File: src/rtl/counter_down_reload_pkg.sv
// Shared definitions for the reloadable down counter: state encoding, mode values, default width.
package counter_down_reload_pkg;

    localparam int unsigned DEFAULT_WIDTH = 4;

    typedef enum logic [1:0] {
        ST_IDLE = 2'd0,
        ST_RUN  = 2'd1,
        ST_DONE = 2'd2
    } state_e;

    localparam logic MODE_RELOAD  = 1'b0;
    localparam logic MODE_ONESHOT = 1'b1;

endpackage

File: src/rtl/counter_down_reload_reg_load_en.sv
// WIDTH-bit register with synchronous clear (dominant) and load enable.
module counter_down_reload_reg_load_en
    import counter_down_reload_pkg::*;
#(
    parameter int unsigned WIDTH = DEFAULT_WIDTH
) (
    input  logic             i_clk,
    input  logic             i_clr,
    input  logic             i_load,
    input  logic [WIDTH-1:0] i_d,
    output logic [WIDTH-1:0] o_q
);

    logic [WIDTH-1:0] r_q;

    always_ff @(posedge i_clk) begin
        if (i_clr) begin
            r_q <= '0;
        end else if (i_load) begin
            r_q <= i_d;
        end
    end

    assign o_q = r_q;

endmodule

File: src/rtl/counter_down_reload.sv
// Presettable down counter with auto-reload / one-shot modes and a one-cycle borrow pulse.
module counter_down_reload
    import counter_down_reload_pkg::*;
#(
    parameter int unsigned WIDTH = DEFAULT_WIDTH
) (
    input  logic             Clk,
    input  logic             Clr,
    input  logic             Load,
    input  logic [WIDTH-1:0] Din,
    input  logic             En,
    input  logic             Mode,
    output logic [WIDTH-1:0] count,
    output logic             Borrow,
    output logic             Busy
);

    state_e           r_state;
    state_e           w_state_nxt;
    logic [WIDTH-1:0] r_count;
    logic             r_borrow;
    logic [WIDTH-1:0] w_reload;
    logic             w_step;
    logic             w_at_one;
    logic             w_at_zero;

    counter_down_reload_reg_load_en #(
        .WIDTH (WIDTH)
    ) u_reload_reg (
        .i_clk  (Clk),
        .i_clr  (Clr),
        .i_load (Load),
        .i_d    (Din),
        .o_q    (w_reload)
    );

    assign w_step    = (r_state == ST_RUN) && En && !Load;
    assign w_at_one  = (r_count == WIDTH'(1));
    assign w_at_zero = (r_count == '0);

    // State register
    always_ff @(posedge Clk) begin
        if (Clr) begin
            r_state <= ST_IDLE;
        end else begin
            r_state <= w_state_nxt;
        end
    end

    // Next-state logic; Load wins over counting, illegal encoding recovers to IDLE
    always_comb begin
        w_state_nxt = r_state;
        if (Load) begin
            w_state_nxt = (Din != '0) ? ST_RUN : ST_IDLE;
        end else begin
            case (r_state)
                ST_IDLE: w_state_nxt = ST_IDLE;
                ST_RUN: begin
                    if (En && w_at_zero && (Mode == MODE_ONESHOT)) begin
                        w_state_nxt = ST_DONE;
                    end
                end
                ST_DONE: w_state_nxt = ST_DONE;
                default: w_state_nxt = ST_IDLE;
            endcase
        end
    end

    // Output decode from the state register
    always_comb begin
        Busy = 1'b0;
        if (r_state == ST_RUN) begin
            Busy = 1'b1;
        end
    end

    // Count datapath and borrow; borrow clears on any edge that is not the 1->0 step
    always_ff @(posedge Clk) begin
        if (Clr) begin
            r_count  <= '0;
            r_borrow <= 1'b0;
        end else if (Load) begin
            r_count  <= Din;
            r_borrow <= 1'b0;
        end else begin
            r_borrow <= w_step && w_at_one;
            if (w_step) begin
                if (w_at_zero) begin
                    if (Mode == MODE_RELOAD) begin
                        r_count <= w_reload;
                    end
                end else begin
                    r_count <= r_count - WIDTH'(1);
                end
            end
        end
    end

    assign count  = r_count;
    assign Borrow = r_borrow;

endmodule
File: config.mk
export PLATFORM = sky130hd
export DESIGN_NAME = counter_down_reload
export DESIGN_NICKNAME = d
export VERILOG_FILES = /design/src/rtl/counter_down_reload_pkg.sv /design/src/rtl/counter_down_reload_reg_load_en.sv /design/src/rtl/counter_down_reload.sv
export SDC_FILE = /design/constraint.sdc
export NUM_CORES = 1
export LEC_CHECK = 0
export ABC_AREA = 1
export BUFFER_PORTS_ARGS = -buffer_cell sky130_fd_sc_hd__buf_2
export CAP_MARGIN = 20
export CORE_MARGIN = 2
export CORE_UTILIZATION = 51
export DETAILED_ROUTE_END_ITERATION = 10
export PLACE_DENSITY = 0.76
export SLEW_MARGIN = 30
export SYNTH_ARGS = -nofsm -noshare
export SYNTH_HDL_FRONTEND = slang
export SYNTH_HIERARCHICAL = 1
export SYNTH_SLANG_ARGS = --single-unit
File: constraint.sdc
create_clock -name Clk -period 1.86 [get_ports Clk]
set_clock_uncertainty 0.2 [all_clocks]
set_input_delay 0.186 -clock Clk [delete_from_list [all_inputs] [get_ports Clk]]
set_output_delay 0.186 -clock Clk [all_outputs]
set_load 0.005 [all_outputs]
==> results.cfg, run 1 <==
[die]
dieArea_sq_um = 1660
die_x_microns = 40.8
fp.dieH_microns = 40.8
ioPinCount = 15
row_count = 13
core_sq_um = 1280
initial_utilization = 0.537

[cts]
clk_pin_slew_ps = 80
insertion_delay_ps = 270
cts-root-buf = clkbuf_4
cts_buffer_depth = 2
cts_buffers = 3
htreeDepth = 1
cts-resized-gates = 0
cts_tree = yes
clock_sinks = 11

[pwr]
vdd_drop_max_v = 0.000388
power_density_nw_per_um2 = 734
p_leak_uw = 0.000453

[worst_hold_path]
whs_endpoint = u_reload_reg/o_q[2]
worstHoldStart = Din[2]
min_path_type = primary input to flop
hold_depth = 5

[logic_synthesis]
ys_seq_elements = 11
synth_edf_count = 0
synthTopCellsByCount = nand2_1 (34), inv_1 (18), nor2_1 (13)
synth_top_cell_area_share = 0.319
avgSynthCellArea_sq_um = 6.38
synthMostInstantiatedCell = nand2_1
syn_nets = 120
yosys-top-cells-area = dfxtp_1 (32%), nand2_1 (19%), inv_1 (9.8%), nor2_1 (7.1%), nand3_1 (5.8%)
synth_ff_type = dfxtp_1
seq_area_frac_synth = 0.319
netlist_area_sq_um = 689
synth.yosys.warnings = 6
synth_area_leader_cell = dfxtp_1
synth.distinct_cells = 21
async_flop_share = 0
netlist_instances = 108

[place]
gp_congestion = 0.811
placed_area_sq_um = 762
hpwl_microns = 1080
port_buffers = 14
pre_cts_slack_ps = 251

[critical_path]
required_ps = 1830
path_cells = inv_1 > ha_1 > nand2_1 > nor2_1 > nand3_1 > nand2_1 > nand2_1 > nand3_1 > nor2_1
cp.arrival_ps = 1600
worstPathMaxFanout = 5
cp_slowest_stage_delay_ps = 340
cpMostUsedCell = nand2_1
r2r-start = count[0]
reg2reg_depth = 9
crit_buf_inv = 1
crit_cells = 9
rrSetupSlack_ps = 230
path_class = flop to flop
startpoint_type = flop
cp_top_family = simple AND/OR/NAND/NOR gates
timing.rr.end = r_state[1]
critPathSlowestCell = dfxtp_1
crit_path_start = count[0]
endpoint_kind = flop

[timing]
slew_viol_final = 0
rsz0062_at_grt = no
fin_tns_setup_ps = 0
worst_slack_ps = 230
worst_pin_slew_ps = 283
fmax_ghz = 0.613
layout_min_cycle_time_ps = 1630
max_slew_margin = 0.811
finalHoldViolCount = 0
worst_hold_slack_ps = 17.8
finalCritPeriodShare = 0.877
setup_violations = 0

[route]
firstDrtPassIters = 4
ant_nets = 0
drt_iter0_drc = 18
wire_per_inst_microns = 9.73
drc = 0
vias_per_cell = 4.92
wirelength_microns = 1370
routed-via-count = 694

[global_routing]
grt_max_degree = 17
gr-total-overflow = 0
grt_usage = 0.205
grt_pass1_vias = 539
grt_pass1_wl_microns = 2180
antenna_found_initial = 0

[final_layout]
nets = 139
drive_gt1_frac = 0.198
final_util = 0.629
diodes = 0
fin_area_sq_um = 808
areaGrowthSynthToFinish_pct = 17.2

[outcome]
status = complete, no violations

[job]
maxCapViolations = 0
## flip-flops by register name, indices dropped and copies added, names as in the netlist
signal and count:
count 4, u_reload_reg/o_q 4, r_state 2, Borrow 1
## cells by family after synthesis
logic type,Yosys count,synth area share
adder cells (fa/ha/maj),3,0.0545
AO/OA/AOI/OAI,10,0.102
buffers and inverters,22,0.132
flip-flops,11,0.319
AND/OR/NAND/NOR,62,0.392
## how the worst max path moves through the flow
stage,endpoint,slack [ps]
finish,r_state[1],230
CTS,r_state[1],240
global placement,r_state[1],320
global route,r_state[1],120
detailed placement,r_state[1],250
floorplan,r_state[1],370
## cells in the final DEF, fill, tap and decap left out, drive strengths merged
cell and n:
inv 20, nand3 8, buf 14, o21ai 3, dlygate4sd3 2, ha 3
nor2 15, o22ai 1, clkbuf 4, a21oi 5, a31oi 1, dfxtp 11
nor4 1, nand4 2, nand2 36
## worst min-delay path: stages
cell	delay [ps]
buf_2	110
inv_1	40
nand2_1	40
nand2_1	50
nor2_1	30
## report_power, final
part           switching [uW]  leakage, uW  internal, uW
sequential               14.4    0.0000909           252
combinational            95.9     0.000347          63.5
clock                    83.8    0.0000150          83.0
total                     194     0.000453           399
## per-layer routing
metal,track usage,part of all wire,vias up,routed length (microns)
met2,0.325,0.46,14,625
met4,0.117,0.023,0,31
met1,0.248,0.49,301,667
met3,0.0543,0.035,6,48
li1,-,-,373,-
met5,0,0,-,0
## what timing repair did
item,CTS,global route
hold endpoints to repair,4,0
setup buffers,0,0
hold buffers,2,0
## metrics by stage
| step | power [uW] | std cells |
|---|---|---|
| 2_1_floorplan | 387 | 108 |
| 3_3_place_gp | 424 | 135 |
| 3_5_place_dp | 428 | 135 |
| 4_1_cts | 595 | 141 |
| 5_1_grt | 629 | 141 |
| 6_report | 593 | 141 |
## area by class of cell
type                    instances  area, sq um
fillers                       132          477
well taps                      15         18.8
inverters                      20         75.1
flip-flops and latches         11          220
repair buffers                 16         90.1
multi-input cells              75          378
clock buffers                   4         26.3
(Power assumes the default switching activity.)
==> run 2, diff against run 1 <==
--- a/config.mk
+++ b/config.mk
@@ -5,13 +5,12 @@
 export SDC_FILE = /design/constraint.sdc
 export NUM_CORES = 1
 export LEC_CHECK = 0
-export ABC_AREA = 1
 export BUFFER_PORTS_ARGS = -buffer_cell sky130_fd_sc_hd__buf_2
 export CAP_MARGIN = 20
-export CORE_MARGIN = 2
-export CORE_UTILIZATION = 51
+export CORE_AREA = 2 2 39 41
 export DETAILED_ROUTE_END_ITERATION = 10
-export PLACE_DENSITY = 0.76
+export DIE_AREA = 0 0 41 43
+export PLACE_DENSITY = 0.69
 export SLEW_MARGIN = 30
 export SYNTH_ARGS = -nofsm -noshare
 export SYNTH_HDL_FRONTEND = slang
==> run 2 against run 1 <==
Against the previous run: first-iteration DRC count fell by 39%; clock power fell by 2%; critical endpoint unchanged; power fell by 7.6%; critical path depth fell by 3; via count fell by 14%; die area rose by 6.1%; largest power group unchanged; utilization fell by 6.3 points; non-clock buffer count rose by 6.
==> results.cfg, run 2 <==
[outcome]
status = complete, no violations

[timing]
finalCritPeriodShare = 0.940
rsz0062_at_grt = no
setup_violations = 0
max_slew_margin = 0.763
layout_min_cycle_time_ps = 1750
fin_tns_setup_ps = 0
finalHoldViolCount = 0
slew_viol_final = 0
fmax_ghz = 0.572
worst_pin_slew_ps = 351
worst_hold_slack_ps = 27.1

[worst_hold_path]
min_path_type = primary input to flop

[final_layout]
final_common_cell = buf_2
nets = 103
final_cell_mix = buf_2 (14), dfxtp_1 (11), nor2_1 (10)
diodes = 0
drive_gt1_frac = 0.289
areaGrowthSynthToFinish_pct = 30.1
layoutNonFillerInstCount = 106
num-fill-cells = 140

[critical_path]
cp_slowest_stage_delay_ps = 410
cp_top_family = simple AND/OR/NAND/NOR gates
path_class = flop to flop
path_cells = inv_2 > ha_1 > or3b_4 > o21ai_4 > nor2_1 > a2111oi_2
required_ps = 1830
startpoint_type = flop
cp.arrival_ps = 1720
endpoint_kind = flop
worstPathMaxFanout = 3
crit_buf_inv = 1
critPathSlowestCell = or3b_4

[die]
fp.dieH_microns = 43
initial_utilization = 0.435
row_count = 14
ioPinCount = 15
core_sq_um = 1380
die_x_microns = 41
dieArea_sq_um = 1760

[global_routing]
grt_usage = 0.194
grt_pass1_wl_microns = 2270
antenna_found_initial = 0
grt_pass1_vias = 534
grt_max_degree = 14
gr-total-overflow = 0

[logic_synthesis]
syn_nets = 78
synth_area_leader_cell = dfxtp_1
netlist_area_sq_um = 602
synth_ff_type = dfxtp_1
synth.yosys.warnings = 6
synth.distinct_cells = 28
avgSynthCellArea_sq_um = 9.12
synth_top_cell_area_share = 0.366
ys_seq_elements = 11
seq_area_frac_synth = 0.366
async_flop_share = 0
netlist_instances = 66
synth_edf_count = 0
synthTopCellsByCount = dfxtp_1 (11), nor2_1 (10), a21oi_1 (5), inv_1 (5), mux2i_1 (5)
synthMostInstantiatedCell = dfxtp_1
yosys-top-cells-area = dfxtp_1 (37%), mux2i_1 (8.3%), ha_1 (6.2%), nor2_1 (6.2%), a21oi_1 (4.2%)

[place]
dp_cells = 98
port_buffers = 14
gp_congestion = 0.885
hpwl_microns = 1000

[pwr]
power_density_nw_per_um2 = 700
p_leak_uw = 0.000358
vdd_drop_max_v = 0.000489

[route]
firstDrtPassIters = 4
routed-via-count = 596
vias_per_cell = 5.62
drc = 0
wirelength_microns = 1320
ant_nets = 0
wire_per_inst_microns = 12.5
drt_iter0_drc = 11

[cts]
post_cts_buffers = 0
cts_buffer_depth = 2
cts-root-buf = clkbuf_4
cts_buffers = 3
insertion_delay_ps = 270
clock_sinks = 11
clk_pin_slew_ps = 70
htreeDepth = 1
cts_tree = yes

[job]
maxCapViolations = 0
run 2: changes by cell type after synthesis, sizes merged, moves of 2 or more:
cell,delta
nand3,-7
o211ai,+2
o2111ai,+2
nand4,-2
mux2i,+5
nor2,-5
o21ai,-2
inv,-15
nand2,-32
run 2: final timing paths:
kind / cells after the start / slack [ps] / end / startpoint
worst max-delay path: 6 / 110 / r_state[1] / count[1]
worst min-delay path: 2 / 30 / u_reload_reg/o_q[0] / Clr
worst max register to register: 6 / 110 / r_state[1] / count[1]
worst min register to register: 2 / 310 / u_reload_reg/o_q[2] / u_reload_reg/o_q[2]
run 2: metrics by stage:
| step | instance area, sq um | setup WS (ps) | total power [uW] | util |
|---|---|---|---|---|
| floorplan | 602 | 14.6 | 335 | - |
| global placement | 709 | 135 | 378 | 0.513 |
| detailed placement | 709 | 66.5 | 381 | 0.513 |
| CTS | 776 | 54.1 | 550 | 0.561 |
| global route | 783 | 2.74 | 578 | 0.566 |
| finish | 783 | 111 | 548 | 0.566 |
run 2: routing by layer:
layer / vias up / GRT usage / wire length [microns]
li1: 291 / - / -
met1: 283 / 0.228 / 553
met2: 16 / 0.300 / 676
met3: 6 / 0.0471 / 39
met4: 0 / 0.120 / 51
met5: - / 0 / 0
run 2: power by group:
part | leakage [uW] | internal [uW] | switching (uW)
combinational | 0.000253 | 62.3 | 64.2
clock | 0.0000150 | 83.1 | 79.6
sequential | 0.0000908 | 250 | 9.06
run 2: final cells by class:
cell class                      count  area [sq um]  area share
Multi-Input combinational cell     48           358       0.457
Sequential cell                    11           220       0.281
Timing Repair Buffer               22           140       0.179
Clock buffer                        4          26.3      0.0335
Tap cell                           16          20.0      0.0256
Inverter                            5          18.8      0.0240
run 2: timing repair:
item                       in CTS  in global routing
hold endpoints to repair        6                  0
hold buffers                    4                  0
gates resized for setup         0                  2
setup endpoints to repair       0                  1
run 2: logic make-up after synthesis:
logic type      Yosys count  synth area share
simple gates             21             0.185
compound gates           19             0.252
flops                    11             0.366
buf+inv                   7            0.0520
mux                       5            0.0832
fa+ha+maj                 3            0.0624
